### src/rtl/pc_fetch_unit.sv
// Program counter, instruction register and 8-deep call stack for the fetch
// stage. The PC drives program memory directly; the instruction register
// captures the synchronous ROM output one cycle later.
module pc_fetch_unit (
  input  logic        clk,
  input  logic        rst,
  input  logic        instr_rd_en,
  input  logic        instr_flush,
  input  logic        pc_incr_en,
  input  logic        pc_j_en,
  input  logic        pc_call_en,
  input  logic        pc_ret_en,
  input  logic        pcl_wr_en,
  input  logic [7:0]  pcl_wdata,
  input  logic [4:0]  pclath,
  input  logic [13:0] pm_rdata,
  output logic [12:0] pm_addr,
  output logic [13:0] instr_current,
  output logic [7:0]  pcl,
  output logic [2:0]  stk_ptr,
  output logic        stk_ovf,
  output logic        stk_unf
);

  localparam int unsigned STK_DEPTH = 8;

  typedef enum logic [2:0] {
    SRC_HOLD,
    SRC_INC,
    SRC_JMP,
    SRC_CALL,
    SRC_RET,
    SRC_PCL
  } pc_src_e;

  pc_src_e     pc_src;

  logic [12:0] pc_q, pc_d;
  logic [13:0] ir_q, ir_d;
  logic [2:0]  stk_ptr_q, stk_ptr_d;
  logic [3:0]  depth_q, depth_d;
  logic        ovf_q, ovf_d;
  logic        unf_q, unf_d;
  logic [12:0] stack_q [STK_DEPTH];
  logic [12:0] stack_d [STK_DEPTH];

  logic [2:0]  pop_idx;
  logic [12:0] jmp_target;

  // Pick the single highest-priority PC source for this edge
  always_comb begin
    pc_src = SRC_HOLD;
    if (pcl_wr_en)       pc_src = SRC_PCL;
    else if (pc_ret_en)  pc_src = SRC_RET;
    else if (pc_call_en) pc_src = SRC_CALL;
    else if (pc_j_en)    pc_src = SRC_JMP;
    else if (pc_incr_en) pc_src = SRC_INC;
  end

  // Next-state for PC, stack and sticky flags; stack side effects follow pc_src only
  always_comb begin
    pop_idx    = stk_ptr_q - 3'd1;
    jmp_target = {pclath[4:3], ir_q[10:0]};
    pc_d       = pc_q;
    stk_ptr_d  = stk_ptr_q;
    depth_d    = depth_q;
    ovf_d      = ovf_q;
    unf_d      = unf_q;
    for (int unsigned i = 0; i < STK_DEPTH; i++) begin
      stack_d[i] = stack_q[i];
    end

    unique case (pc_src)
      SRC_PCL:  pc_d = {pclath, pcl_wdata};
      SRC_RET: begin
        pc_d      = stack_q[pop_idx];
        stk_ptr_d = pop_idx;
        if (depth_q == 4'd0) unf_d   = 1'b1;
        else                 depth_d = depth_q - 4'd1;
      end
      SRC_CALL: begin
        stack_d[stk_ptr_q] = pc_q;
        stk_ptr_d          = stk_ptr_q + 3'd1;
        pc_d               = jmp_target;
        if (depth_q == 4'(STK_DEPTH)) ovf_d   = 1'b1;
        else                          depth_d = depth_q + 4'd1;
      end
      SRC_JMP:  pc_d = jmp_target;
      SRC_INC:  pc_d = pc_q + 13'd1;
      SRC_HOLD: pc_d = pc_q;
      default:  pc_d = pc_q;
    endcase
  end

  // Instruction register: flush beats a ROM load
  always_comb begin
    ir_d = ir_q;
    if (instr_flush)      ir_d = '0;
    else if (instr_rd_en) ir_d = pm_rdata;
  end

  // State registers; reset is asynchronous and clears everything
  always_ff @(posedge clk or posedge rst) begin
    if (rst) begin
      pc_q      <= '0;
      ir_q      <= '0;
      stk_ptr_q <= '0;
      depth_q   <= '0;
      ovf_q     <= 1'b0;
      unf_q     <= 1'b0;
      for (int unsigned i = 0; i < STK_DEPTH; i++) begin
        stack_q[i] <= '0;
      end
    end else begin
      pc_q      <= pc_d;
      ir_q      <= ir_d;
      stk_ptr_q <= stk_ptr_d;
      depth_q   <= depth_d;
      ovf_q     <= ovf_d;
      unf_q     <= unf_d;
      for (int unsigned i = 0; i < STK_DEPTH; i++) begin
        stack_q[i] <= stack_d[i];
      end
    end
  end

  assign pm_addr       = pc_q;
  assign pcl           = pc_q[7:0];
  assign instr_current = ir_q;
  assign stk_ptr       = stk_ptr_q;
  assign stk_ovf       = ovf_q;
  assign stk_unf       = unf_q;

endmodule

### config.mk
export PLATFORM = sky130hd
export DESIGN_NAME = pc_fetch_unit
export DESIGN_NICKNAME = d
export VERILOG_FILES = /design/src/rtl/pc_fetch_unit.sv
export SDC_FILE = /design/constraint.sdc
export NUM_CORES = 1
export LEC_CHECK = 0
export BUFFER_PORTS_ARGS = -buffer_cell sky130_fd_sc_hd__buf_2
export CORE_ASPECT_RATIO = 0.6
export CORE_UTILIZATION = 45
export CTS_CLUSTER_SIZE = 24
export DETAILED_ROUTE_END_ITERATION = 7
export PLACE_DENSITY = 0.64
export SETUP_SLACK_MARGIN = 0.02
export SLEW_MARGIN = 20
export SYNTH_ARGS = -nofsm -noshare
export SYNTH_HDL_FRONTEND = slang
export SYNTH_SLANG_ARGS = --single-unit
### constraint.sdc
create_clock -name clk -period 10.5 [get_ports clk]
set_input_delay 0.525 -clock clk [delete_from_list [all_inputs] [get_ports clk]]
set_output_delay 0.525 -clock clk [all_outputs]
set_load 0.02 [all_outputs]
* After elaboration in Yosys (flattened, before gate mapping)
Index checks and enable logic that the tools add are counted.
Word-level totals: output and inout port bits 40, register bits 140, input bits 36
Cells by class: bitwise gates (word level) 2, order comparisons 3, $add $sub $neg 5, reduce and logical (&&, ||, !) cells 9, equality and inequality tests 8, muxes and demuxes 18
Operators by type and width (count):
- 104-bit bitwise mux | 1
- 13-bit one-hot mux with 4 select lines | 1
- 13-bit binary-select mux with 3-bit select | 1
- 13-bit demux with 3-bit select | 1
- 13-bit two-way mux | 3
- 14-bit two-way mux | 2
- 13-bit by 1-bit adder with 13-bit output (second input constant) | 1
- 4-bit greater-or-equal comparator (second input constant) | 2
- 4-bit two-way mux | 2
- 3-bit inverter with 4-bit output | 2
- 4-bit one-hot mux with 2 select lines | 1
- 3-bit by 2-bit == test with 1-bit output (second input constant) | 2
- 3-bit == test (second input constant) | 2
- 3-bit two-way mux | 2
- 3-bit one-hot mux with 2 select lines | 1
- 4-bit by 1-bit adder with 4-bit output (second input constant) | 1
- 4-bit == test (second input constant) | 1
- 4-bit logical NOT | 1
- 4-bit by 1-bit < comparator with 1-bit output (second input constant) | 1
- 2-bit two-way mux | 2
- 2-bit inequality test (second input constant) | 2
- 2-bit AND reduction | 2
- 2-bit nonzero test | 2
- 4-bit nonzero test | 1
- 8 further kinds | 8

* Depth between registers and ports, before layout
Gate-level depths: netlist (run 1).
depth after elaboration 8, mapped depth 10, depth with buffers taken out 7

* Least setup slack after synthesis (run 1)
OpenSTA, ideal clock, no wires.
kind reg2reg, start point reg stk_ptr_q[0], in the netlist stk_ptr[0], end point reg pc_q[12], in the netlist pm_addr[12], path buffers 3, cell stages (with the launch flop) 10, data required time 10.381 ns, data arrival time 2.519 ns, setup slack 7.862 ns, clock period less this slack 2.638 ns, cell sequence dfrtp_1 buf_6 inv_1 ha_1 buf_2 clkbuf_1 mux4_2 a221oi_1 o211ai_1 o21a_1
On the way: word-level cells in the longest chain between the ends 6
RTL lines:
- start: declaration | RTL line 40 | logic [2:0] stk_ptr_q, stk_ptr_d;
- start signal: assignment | RTL line 117 | stk_ptr_q <= stk_ptr_d;
- 3-bit by 1-bit subtractor with 3-bit output | RTL line 62 | pop_idx = stk_ptr_q - 3'd1;
- net pop_idx[0] | RTL line 47 | logic [2:0] pop_idx;
- 3-bit inverter with 4-bit output (implied by the code) | RTL line 76 | pc_d = stack_q[pop_idx];
- 13-bit binary-select mux with 3-bit select | RTL line 76
- 13-bit two-way mux (implied by the code) (2 in series) | RTL line 76
- 13-bit one-hot mux with 4 select lines | RTL line 73 | unique case (pc_src)
- end signal: assignment | RTL line 115 | pc_q <= pc_d;
- end: declaration | RTL line 38 | logic [12:0] pc_q, pc_d;
The timed path passes the listed nets, and every way through them passes these cells. The select of a mux whose other input is x is not followed. A chain may end at the register's enable or synchronous reset.

* Worst setup path in the final report (run 1)
start point reg stk_ptr_q[0], in the netlist stk_ptr[0], end point reg pc_q[8], in the netlist pm_addr[8]
The elaborated chain is that of the path after synthesis.

==> results of run 1 <==
## state kept, by name, summed over array words and instances (netlist names)
register,cells
stk_unf,1
pm_addr,13
depth_q,4
stack_q,104
instr_current,14
stk_ovf,1
stk_ptr,3
## layout by cell type (no fill, tap or decap), drive strengths merged, types with 5 or more instances in the layout
| cell | count |
|---|---|
| dfrtp | 140 |
| mux2 | 99 |
| buf | 79 |
| nor2 | 41 |
| o21ai | 28 |
| nand2 | 28 |
| mux4 | 26 |
| clkbuf | 19 |
| a21oi | 16 |
| mux2i | 14 |
| inv | 12 |
| nand3 | 11 |
| clkinv | 9 |
| xnor2 | 8 |
| xor2 | 7 |
| nor3 | 7 |
| o22ai | 5 |
| ha | 5 |
| nor4 | 5 |
## through the flow
step / utilization [%] / setup WS, ns / hold slack [ns] / area, µm²
after floorplan: - / 6.22 / 0.445 / 7060
after global placement: 48.6 / 6.89 / 0.446 / 7450
after detailed placement: 48.6 / 6.77 / 0.450 / 7450
after CTS: 52.2 / 6.74 / 0.174 / 7990
after global routing: 52.2 / 6.48 / 0.202 / 8000
final: 52.2 / 6.70 / 0.154 / 8000
## cells in the mapped netlist (all sizes together), types with 3 or more instances
library cell,instances
dfrtp,140
mux2,99
nor2,41
nand2,28
o21ai,28
buf,26
mux4,26
clkbuf,22
a21oi,16
mux2i,14
nand3,11
inv,9
xnor2,8
nor3,7
xor2,7
ha,5
nor4,5
o22ai,5
a211oi,4
a221oi,4
a22o,4
nand2b,4
a211o,3
a22oi,3
nand4,3
## area by class of cell
type                    count  area [µm²]
clock inverters            13        90.1
multi-input cells         346        3250
flip-flops and latches    140        3500
inverters                   9        41.3
clock buffers              19         453
fillers                  1318        7330
well taps                 203         254
repair buffers             79         409
## layer usage
metal / global-route usage [%] / routed length, µm
met1: 34.1 / 8470
met2: 33.9 / 7670
met3: 5.05 / 1210
met4: 6.84 / 187
met5: 0 / 14
## how the worst max path moves through the flow
stage / endpoint / startpoint / cells past startpoint / slack [ns]
detailed placement: pm_addr[8] / stk_ptr[0] / 8 / 6.77
global route: pm_addr[8] / stk_ptr[0] / 8 / 6.48
global placement: pm_addr[8] / stk_ptr[0] / 8 / 6.89
CTS: pm_addr[8] / stk_ptr[0] / 8 / 6.74
finish: pm_addr[8] / stk_ptr[0] / 8 / 6.70
floorplan: depth_q[0] / rst / 1 / 6.22
## kinds of logic (layout without fill, tap and decap cells)
group / count (synthesis) / count (layout) / synth area share, %
AO/OA/AOI/OAI: 80 / 80 / 7.25
XOR/XNOR: 15 / 15 / 1.86
adder cells (fa/ha/maj): 5 / 5 / 0.886
buffers and inverters: 57 / 120 / 4.43
flip-flops: 140 / 140 / 49.6
multiplexers: 139 / 139 / 27.7
AND/OR/NAND/NOR: 107 / 107 / 8.31
## where the power goes
part,internal [mW],switching (mW)
Sequential,0.751,0.199
Clock,0.315,0.243
Combinational,0.422,0.310
Total,1.49,0.752
## critical path: cells and delay by family, from the launching register on
| kind | cells | cell delay, ns |
|---|---|---|
| DFF | 1 | 1.01 |
| buffers and inverters | 2 | 0.79 |
| adders and majority gates | 1 | 0.64 |
| muxes | 1 | 0.54 |
| and+or+nand+nor | 3 | 0.33 |
| AOI/OAI and AO/OA | 1 | 0.33 |
==> results.py, run 1 <==
metrics = {
    "logic_synthesis": {
        "ys_top_cells_by_area": "dfrtp_1, mux2_2, mux4_2",
        "yosysUniqueCellTypes": 52,
        "seq_area_frac_synth_pct": 49.6,
        "ys_ff_latch": 140,
        "synth_edf_count": 0,
        "synth_top_area_cell": "dfrtp_1",
        "ys_warn_count": 0,
        "syn_avg_cell_area_um2": 13.0,
        "synthFlopType": "dfrtp_1",
        "synth_area_mm2": 0.00706,
        "yosys.area.top_type_share_pct": 49.6,
        "ys_async_sr_fraction_pct": 100,
        "syn_nets": 584,
        "syn_inst": 543,
    },
    "timing": {
        "finalHoldViolations": 0,
        "rsz0062_at_grt": "no",
        "fin_crit_sh_pct": 36.2,
        "setup_viol": 0,
        "slew_violations": 0,
        "tightest_slew_ns": 1.20,
        "slew_headroom_pct": 19.9,
        "tns_ns": 0,
        "period_minus_slack_ns": 3.80,
        "fin_worst_skew_ns": 0.00840,
        "clock.fmax_mhz": 263,
    },
    "critical_path": {
        "cp-start-kind": "register",
        "crit_chain": "inv_1 -> ha_1 -> buf_4 -> mux4_2 -> nand3_1 -> nand4_1 -> a211oi_1 -> nor2_1",
        "arrival_ns": 4.09,
        "r2r_end": "pm_addr[8]",
        "cpPeakStageDelay_ns": 1.01,
        "worst-r2r-cell-count": 8,
        "critical_path.endpoint_type": "register",
        "timing.rr.start": "stk_ptr[0]",
        "path_class": "register to register",
        "cp.required_ns": 10.79,
        "regToRegSetupSlack_ns": 6.70,
        "worstPathMaxFanout": 31,
        "slowest_stage": "dfrtp_2",
    },
    "clocking": {
        "ctsHoldBuffers": 0,
        "numClockSinks": 140,
        "h-tree-depth": 4,
        "post-cts-setup-buffers": 0,
        "cts.clk_slew.worst_paths_ns": 0.06,
        "clockBufferDepth": 2,
        "cts_resized": 0,
        "cts-root-buf": "clkbuf_16",
        "clock_latency_ns": 0.42,
        "tritoncts": "built",
        "cts_buffers": 17,
    },
    "floorplanning": {
        "rows": 35,
        "dieWidth_um": 164,
        "num_io_pins": 76,
        "start_util_pct": 46.1,
        "core_area_mm2": 0.0153,
        "die_h_um": 99.0,
        "die-area_mm2": 0.0162,
    },
    "detailed_routing": {
        "ant_nets": 0,
        "wl_per_cell_um": 21.7,
        "drc": 0,
        "vias": 4714,
        "drt_iter0_drc": 330,
        "avgViaCountPerCell": 5.83,
        "drt_wl_total_mm": 17.5,
        "drtPass1Iterations": 5,
    },
    "power": {
        "powerDensity_mw_per_mm2": 280,
        "fin_total_pwr_mw": 2.24,
        "p_leak_nw": 3.79,
        "peakVddDrop_mv": 0.114,
    },
    "global_route": {
        "grt_pass1_wl_mm": 27.4,
        "grt_usage_pct": 23.0,
        "antenna_found_initial": 1,
        "grt_max_degree": 84,
        "overflow": 0,
        "grt_pass1_vias": 4760,
    },
    "final_layout": {
        "n_antenna_cell": 0,
        "syn_to_final_growth_pct": 13.3,
        "fin_cells": 809,
        "layout-drive-gt1-share_pct": 41.6,
        "nets": 634,
    },
    "placed_design": {
        "dp_cells": 777,
        "io_buffers": 75,
        "dp_hpwl_mm": 11.6,
        "gp_congestion": 0.826,
    },
    "run": {
        "maxCapViolations": 0,
    },
    "worst_hold_path": {
        "holdCritPathClass": "primary input to async pin",
    },
    "outcome": {
        "outcome": "complete, no violations",
    },
}
No activity file was read; power rests on OpenSTA's default activity.
==> inputs of run 2 (changes only) <==
==> constraint.sdc (replaced) <==
create_clock -name clk -period 3.9 [get_ports clk]
set_input_delay 0.195 -clock clk [delete_from_list [all_inputs] [get_ports clk]]
set_output_delay 0.195 -clock clk [all_outputs]
set_load 0.02 [all_outputs]
==> results.py, run 2 (synthesized netlist as in run 1, its figures left out) <==
metrics = {
    "floorplanning": {
        "rows": 35,
        "dieWidth_um": 164,
        "die_h_um": 99.0,
        "start_util_pct": 46.1,
        "core_area_mm2": 0.0153,
        "die-area_mm2": 0.0162,
        "num_io_pins": 76,
    },
    "power": {
        "power.share.clock_pct": 29.2,
        "netSwitchingPower_mw": 2.01,
        "p_comb_share_pct": 32.6,
        "switching_share_pct": 31.1,
        "p_leak_nw": 3.86,
        "powerDensity_mw_per_mm2": 792,
        "p_seq_share_pct": 38.3,
        "peakVddDrop_mv": 0.350,
        "fin_total_pwr_mw": 6.48,
        "power.internal_mw": 4.46,
    },
    "detailed_routing": {
        "wl_met1_mm": 8.31,
        "wl_per_cell_um": 21.8,
        "ant_nets": 0,
        "drt_iter0_drc": 277,
        "drt_wl_total_mm": 17.7,
        "avgViaCountPerCell": 5.84,
        "drtPass1Iterations": 4,
        "wl_met3_mm": 1.50,
        "drc": 0,
        "vias": 4734,
        "routed-wl-met2_mm": 7.58,
        "highest_layer": "met5",
    },
    "final_layout": {
        "layout_common_cells": "dfrtp_1, buf_2, mux2_2",
        "largest_register_ffs": 104,
        "syn_to_final_growth_pct": 15.8,
        "layout-drive-gt1-share_pct": 41.5,
        "layout_commonest_cell": "dfrtp_1",
        "top_register": "stack_q",
        "n_antenna_cell": 0,
        "nets": 636,
    },
    "placed_design": {
        "dp_hpwl_mm": 11.4,
        "gp_congestion": 0.820,
        "io_buffers": 75,
        "dp_slack_ns": 1.12,
    },
    "clocking": {
        "ctsHoldBuffers": 0,
        "post-cts-setup-buffers": 0,
        "numClockSinks": 140,
        "clock_latency_ns": 0.42,
        "clockBufferDepth": 2,
        "cts-root-buf": "clkbuf_16",
        "cts_buffers": 17,
        "h-tree-depth": 4,
        "tritoncts": "built",
        "cts_resized": 0,
        "cts.clk_slew.worst_paths_ns": 0.06,
    },
    "critical_path": {
        "cp-start-kind": "register",
        "critical_path.endpoint_type": "register",
        "regToRegSetupSlack_ns": 1.08,
        "cp.required_ns": 4.20,
        "path_class": "register to register",
        "worstPathMaxFanout": 17,
        "arrival_ns": 3.12,
    },
    "timing": {
        "fin_crit_sh_pct": 72.4,
        "slew_headroom_pct": 35.0,
        "rsz0062_at_grt": "no",
        "tns_ns": 0,
        "slew_violations": 0,
        "setup_viol": 0,
        "period_minus_slack_ns": 2.82,
        "worst_slack_ns": 1.08,
        "fin_worst_skew_ns": 0.00925,
        "finalHoldViolations": 13,
        "tightest_slew_ns": 0.972,
        "whs_ns": -0.0628,
        "clock.fmax_mhz": 354,
    },
    "global_route": {
        "overflow": 0,
        "grt_pass1_wl_mm": 27.6,
        "grt_max_degree": 141,
        "grt_usage_pct": 23.4,
        "antenna_found_initial": 2,
        "grt_pass1_vias": 4645,
    },
    "outcome": {
        "violations": "hold timing",
        "outcome": "complete, but fails checks",
    },
    "worst_hold_path": {
        "holdCritPathClass": "primary input to async pin",
    },
    "run": {
        "maxCapViolations": 0,
    },
}
run 2: changes by cell type in the layout (fill, tap and decap cells not counted), sizes merged:
cell,delta
buf,+2
bufinv,+6
clkbuf,+2
clkinv,-8
clkinvlp,+2
inv,-3
run 2: path summary, 6_finish.rpt:
check / from / end / cells after the start
min in group clk: pm_rdata[12] / instr_current[12] / 3
worst max-delay path: stk_ptr[1] / pm_addr[7] / 7
worst min register to register: stk_unf / stk_unf / 1
worst max register to register: stk_ptr[1] / pm_addr[7] / 7
max in group asynchronous: rst / instr_current[6] / 3
worst min-delay path: rst / stack_q[32] / 3
run 2: worst max-delay path, cell delays in order (launching register included):
cell	delay, ns
dfrtp_1	0.42
inv_1	0.16
ha_1	0.80
buf_12	0.26
mux4_2	0.51
a211oi_1	0.28
o211a_1	0.20
o21ai_0	0.08
run 2: metrics by stage:
| stage | cells | util (%) | area, µm² |
|---|---|---|---|
| finish | 810 | 53.4 | 8180 |
| global route | 810 | 53.4 | 8180 |
| CTS | 810 | 53.4 | 8180 |
| detailed placement | 779 | 48.9 | 7490 |
| global placement | 779 | 48.9 | 7490 |
| floorplan | 543 | - | 7070 |
run 2: routing by layer:
| layer | vias to the layer above | track usage (%) |
|---|---|---|
| met5 | - | 0 |
| met4 | 4 | 7.55 |
| met3 | 32 | 7.32 |
| met2 | 186 | 33.1 |
| met1 | 2433 | 34.2 |
| li1 | 2079 | - |
run 2: area by class of cell:
| class | count | area, µm² |
|---|---|---|
| clock buffers | 21 | 480 |
| fillers | 1281 | 7150 |
| clock inverters | 10 | 209 |
| well taps | 203 | 254 |
| inverters | 9 | 40.0 |
| repair buffers | 81 | 445 |
| multi-input cells | 346 | 3250 |
| flip-flops and latches | 140 | 3500 |
run 2: power groups by stage:
stage	clock (mW)	combinational, mW	sequential (mW)
after floorplan	0	1.70	2.36
after global placement	0	2.05	2.45
after detailed placement	0	2.11	2.48
after CTS	1.91	2.11	2.47
after global routing	1.98	2.26	2.55
final	1.89	2.11	2.48
==> inputs of run 3 (changes only) <==
==> constraint.sdc (replaced) <==
create_clock -name clk -period 2.7 [get_ports clk]
set_input_delay 0.135 -clock clk [delete_from_list [all_inputs] [get_ports clk]]
set_output_delay 0.135 -clock clk [all_outputs]
set_load 0.02 [all_outputs]
==> results.py, run 3 (synthesized netlist as in run 1, its figures left out) <==
metrics = {
    "power": {
        "peakVddDrop_mv": 0.477,
        "p_leak_nw": 3.96,
        "powerDensity_mw_per_mm2": 1110,
        "fin_total_pwr_mw": 9.29,
    },
    "placed_design": {
        "io_buffers": 75,
        "dp_slack_ns": 0.282,
        "dp_hpwl_mm": 11.8,
        "dp_cells": 792,
        "gp_congestion": 0.870,
        "postPlaceCellArea_mm2": 0.00759,
    },
    "critical_path": {
        "worst-r2r-cell-count": 8,
        "cp-start-kind": "register",
        "crit_family": "buffers and inverters",
        "arrival_ns": 2.75,
        "path_common_cell": "buf_4",
        "timing.rr.start": "stk_ptr[1]",
        "crit_chain": "inv_1 -> ha_1 -> buf_4 -> buf_4 -> mux4_2 -> a22o_1 -> o32ai_1 -> o21ai_0",
        "r2r_end": "pm_addr[0]",
        "worstPathMaxFanout": 11,
        "crit_buf_inv": 3,
        "critical_path.endpoint_type": "register",
        "path_class": "register to register",
        "slowest_stage": "dfrtp_1",
        "cp.required_ns": 2.97,
        "cpPeakStageDelay_ns": 0.42,
        "regToRegSetupSlack_ns": 0.22,
        "crit_cells": 8,
    },
    "final_layout": {
        "layout_common_cells": "dfrtp_1, buf_2, mux2_2",
        "nets": 664,
        "largest_register_ffs": 104,
        "n_antenna_cell": 0,
        "top_register": "stack_q",
        "layout_commonest_cell": "dfrtp_1",
        "fin_cells": 839,
        "fin_util_pct": 54.6,
        "syn_to_final_growth_pct": 18.6,
        "layout-drive-gt1-share_pct": 41.8,
        "design_area_mm2": 0.00837,
    },
    "global_route": {
        "grt_pass1_wl_mm": 28.6,
        "grt_usage_pct": 24.1,
        "antenna_found_initial": 1,
        "grt_pass1_vias": 4800,
        "overflow": 0,
        "grt_max_degree": 141,
    },
    "timing": {
        "clock.fmax_mhz": 403,
        "fin_crit_sh_pct": 91.8,
        "worst_slack_ns": 0.221,
        "fin_worst_skew_ns": 0.0149,
        "tns_ns": 0,
        "slew_headroom_pct": 45.3,
        "setup_viol": 0,
        "period_minus_slack_ns": 2.48,
        "slew_violations": 0,
        "tightest_slew_ns": 0.820,
        "whs_ns": 0.00681,
        "rsz0062_at_grt": "no",
        "finalHoldViolations": 0,
    },
    "worst_hold_path": {
        "min_from": "pclath[1]",
        "holdPathStages": 3,
        "holdCritPathClass": "primary input to register",
        "whs_endpoint": "pm_addr[9]",
    },
    "floorplanning": {
        "die_h_um": 99.0,
        "num_io_pins": 76,
        "die-area_mm2": 0.0162,
        "dieWidth_um": 164,
        "rows": 35,
        "start_util_pct": 46.1,
        "core_area_mm2": 0.0153,
    },
    "outcome": {
        "outcome": "complete, no violations",
    },
    "clocking": {
        "clockBufferDepth": 2,
        "post-cts-setup-buffers": 0,
        "cts-root-buf": "clkbuf_16",
        "clock_latency_ns": 0.43,
        "tritoncts": "built",
        "cts_buffers": 17,
        "h-tree-depth": 4,
        "numClockSinks": 140,
        "cts.clk_slew.worst_paths_ns": 0.06,
    },
    "detailed_routing": {
        "drt_wl_total_mm": 18.3,
        "avgViaCountPerCell": 5.80,
        "ant_nets": 0,
        "wl_per_cell_um": 21.8,
        "drt_iter0_drc": 332,
        "drtPass1Iterations": 5,
        "vias": 4868,
        "drc": 0,
    },
    "run": {
        "maxCapViolations": 0,
    },
}
-- run 3: changes by cell type in the layout (fill, tap and decap cells not counted), moves of 2 or more --
cell | previous run | this run
buf_4 | 4 | 17
bufinv_16 | 6 | 4
clkbuf_8 | 4 | 0
clkinv_4 | 0 | 2
clkinvlp_4 | 3 | 5
dlygate4sd3_1 | 0 | 15
inv_6 | 1 | 5
-- run 3: what timing repair did --
item | in CTS | in global routing
resized for setup | 0 | 0
endpoints found under the hold margin | 125 | 0
hold buffers | 15 | 0
-- run 3: power by group --
group          switching [mW]  leakage [nW]  internal [mW]  total, mW
sequential              0.585          1.81           2.92       3.51
clock                   0.986         0.298           1.56       2.55
combinational            1.46          1.85           1.77       3.23
-- run 3: layer usage --
metal  track usage, %  part of all wire, %  vias to the layer above
met5                0                0.049                        -
met4             6.62                  1.1                        2
met3             7.83                  8.0                       29
met2             33.6                   43                      180
met1             35.9                   48                     2523
li1                 -                    -                     2134
-- run 3: worst min-delay path, cell delays in order --
cell	delay (ns)
buf_2	0.09
o22ai_1	0.07
nor2_1	0.10
-- run 3: worst max-delay path by stage --
| stage | startpoint | endpoint | slack (ns) |
|---|---|---|---|
| 2_1_floorplan | stk_ptr[0] | pm_addr[12] | 0.06 |
| 3_3_place_gp | stk_ptr[1] | pm_addr[8] | 0.37 |
| 3_5_place_dp | stk_ptr[1] | pm_addr[0] | 0.28 |
| 4_1_cts | stk_ptr[1] | pm_addr[0] | 0.24 |
| 5_1_grt | stk_ptr[1] | pm_addr[8] | 0.08 |
| 6_report | stk_ptr[1] | pm_addr[0] | 0.22 |
-- run 3: area by class of cell --
| class | count | area [µm²] |
|---|---|---|
| multi-input combinational | 346 | 3250 |
| clock inverter | 15 | 211 |
| fill | 1239 | 6950 |
| clock buffer | 17 | 425 |
| timing repair buffer | 109 | 693 |
| inverter | 9 | 40.0 |
| tap | 203 | 254 |
| sequential | 140 | 3500 |
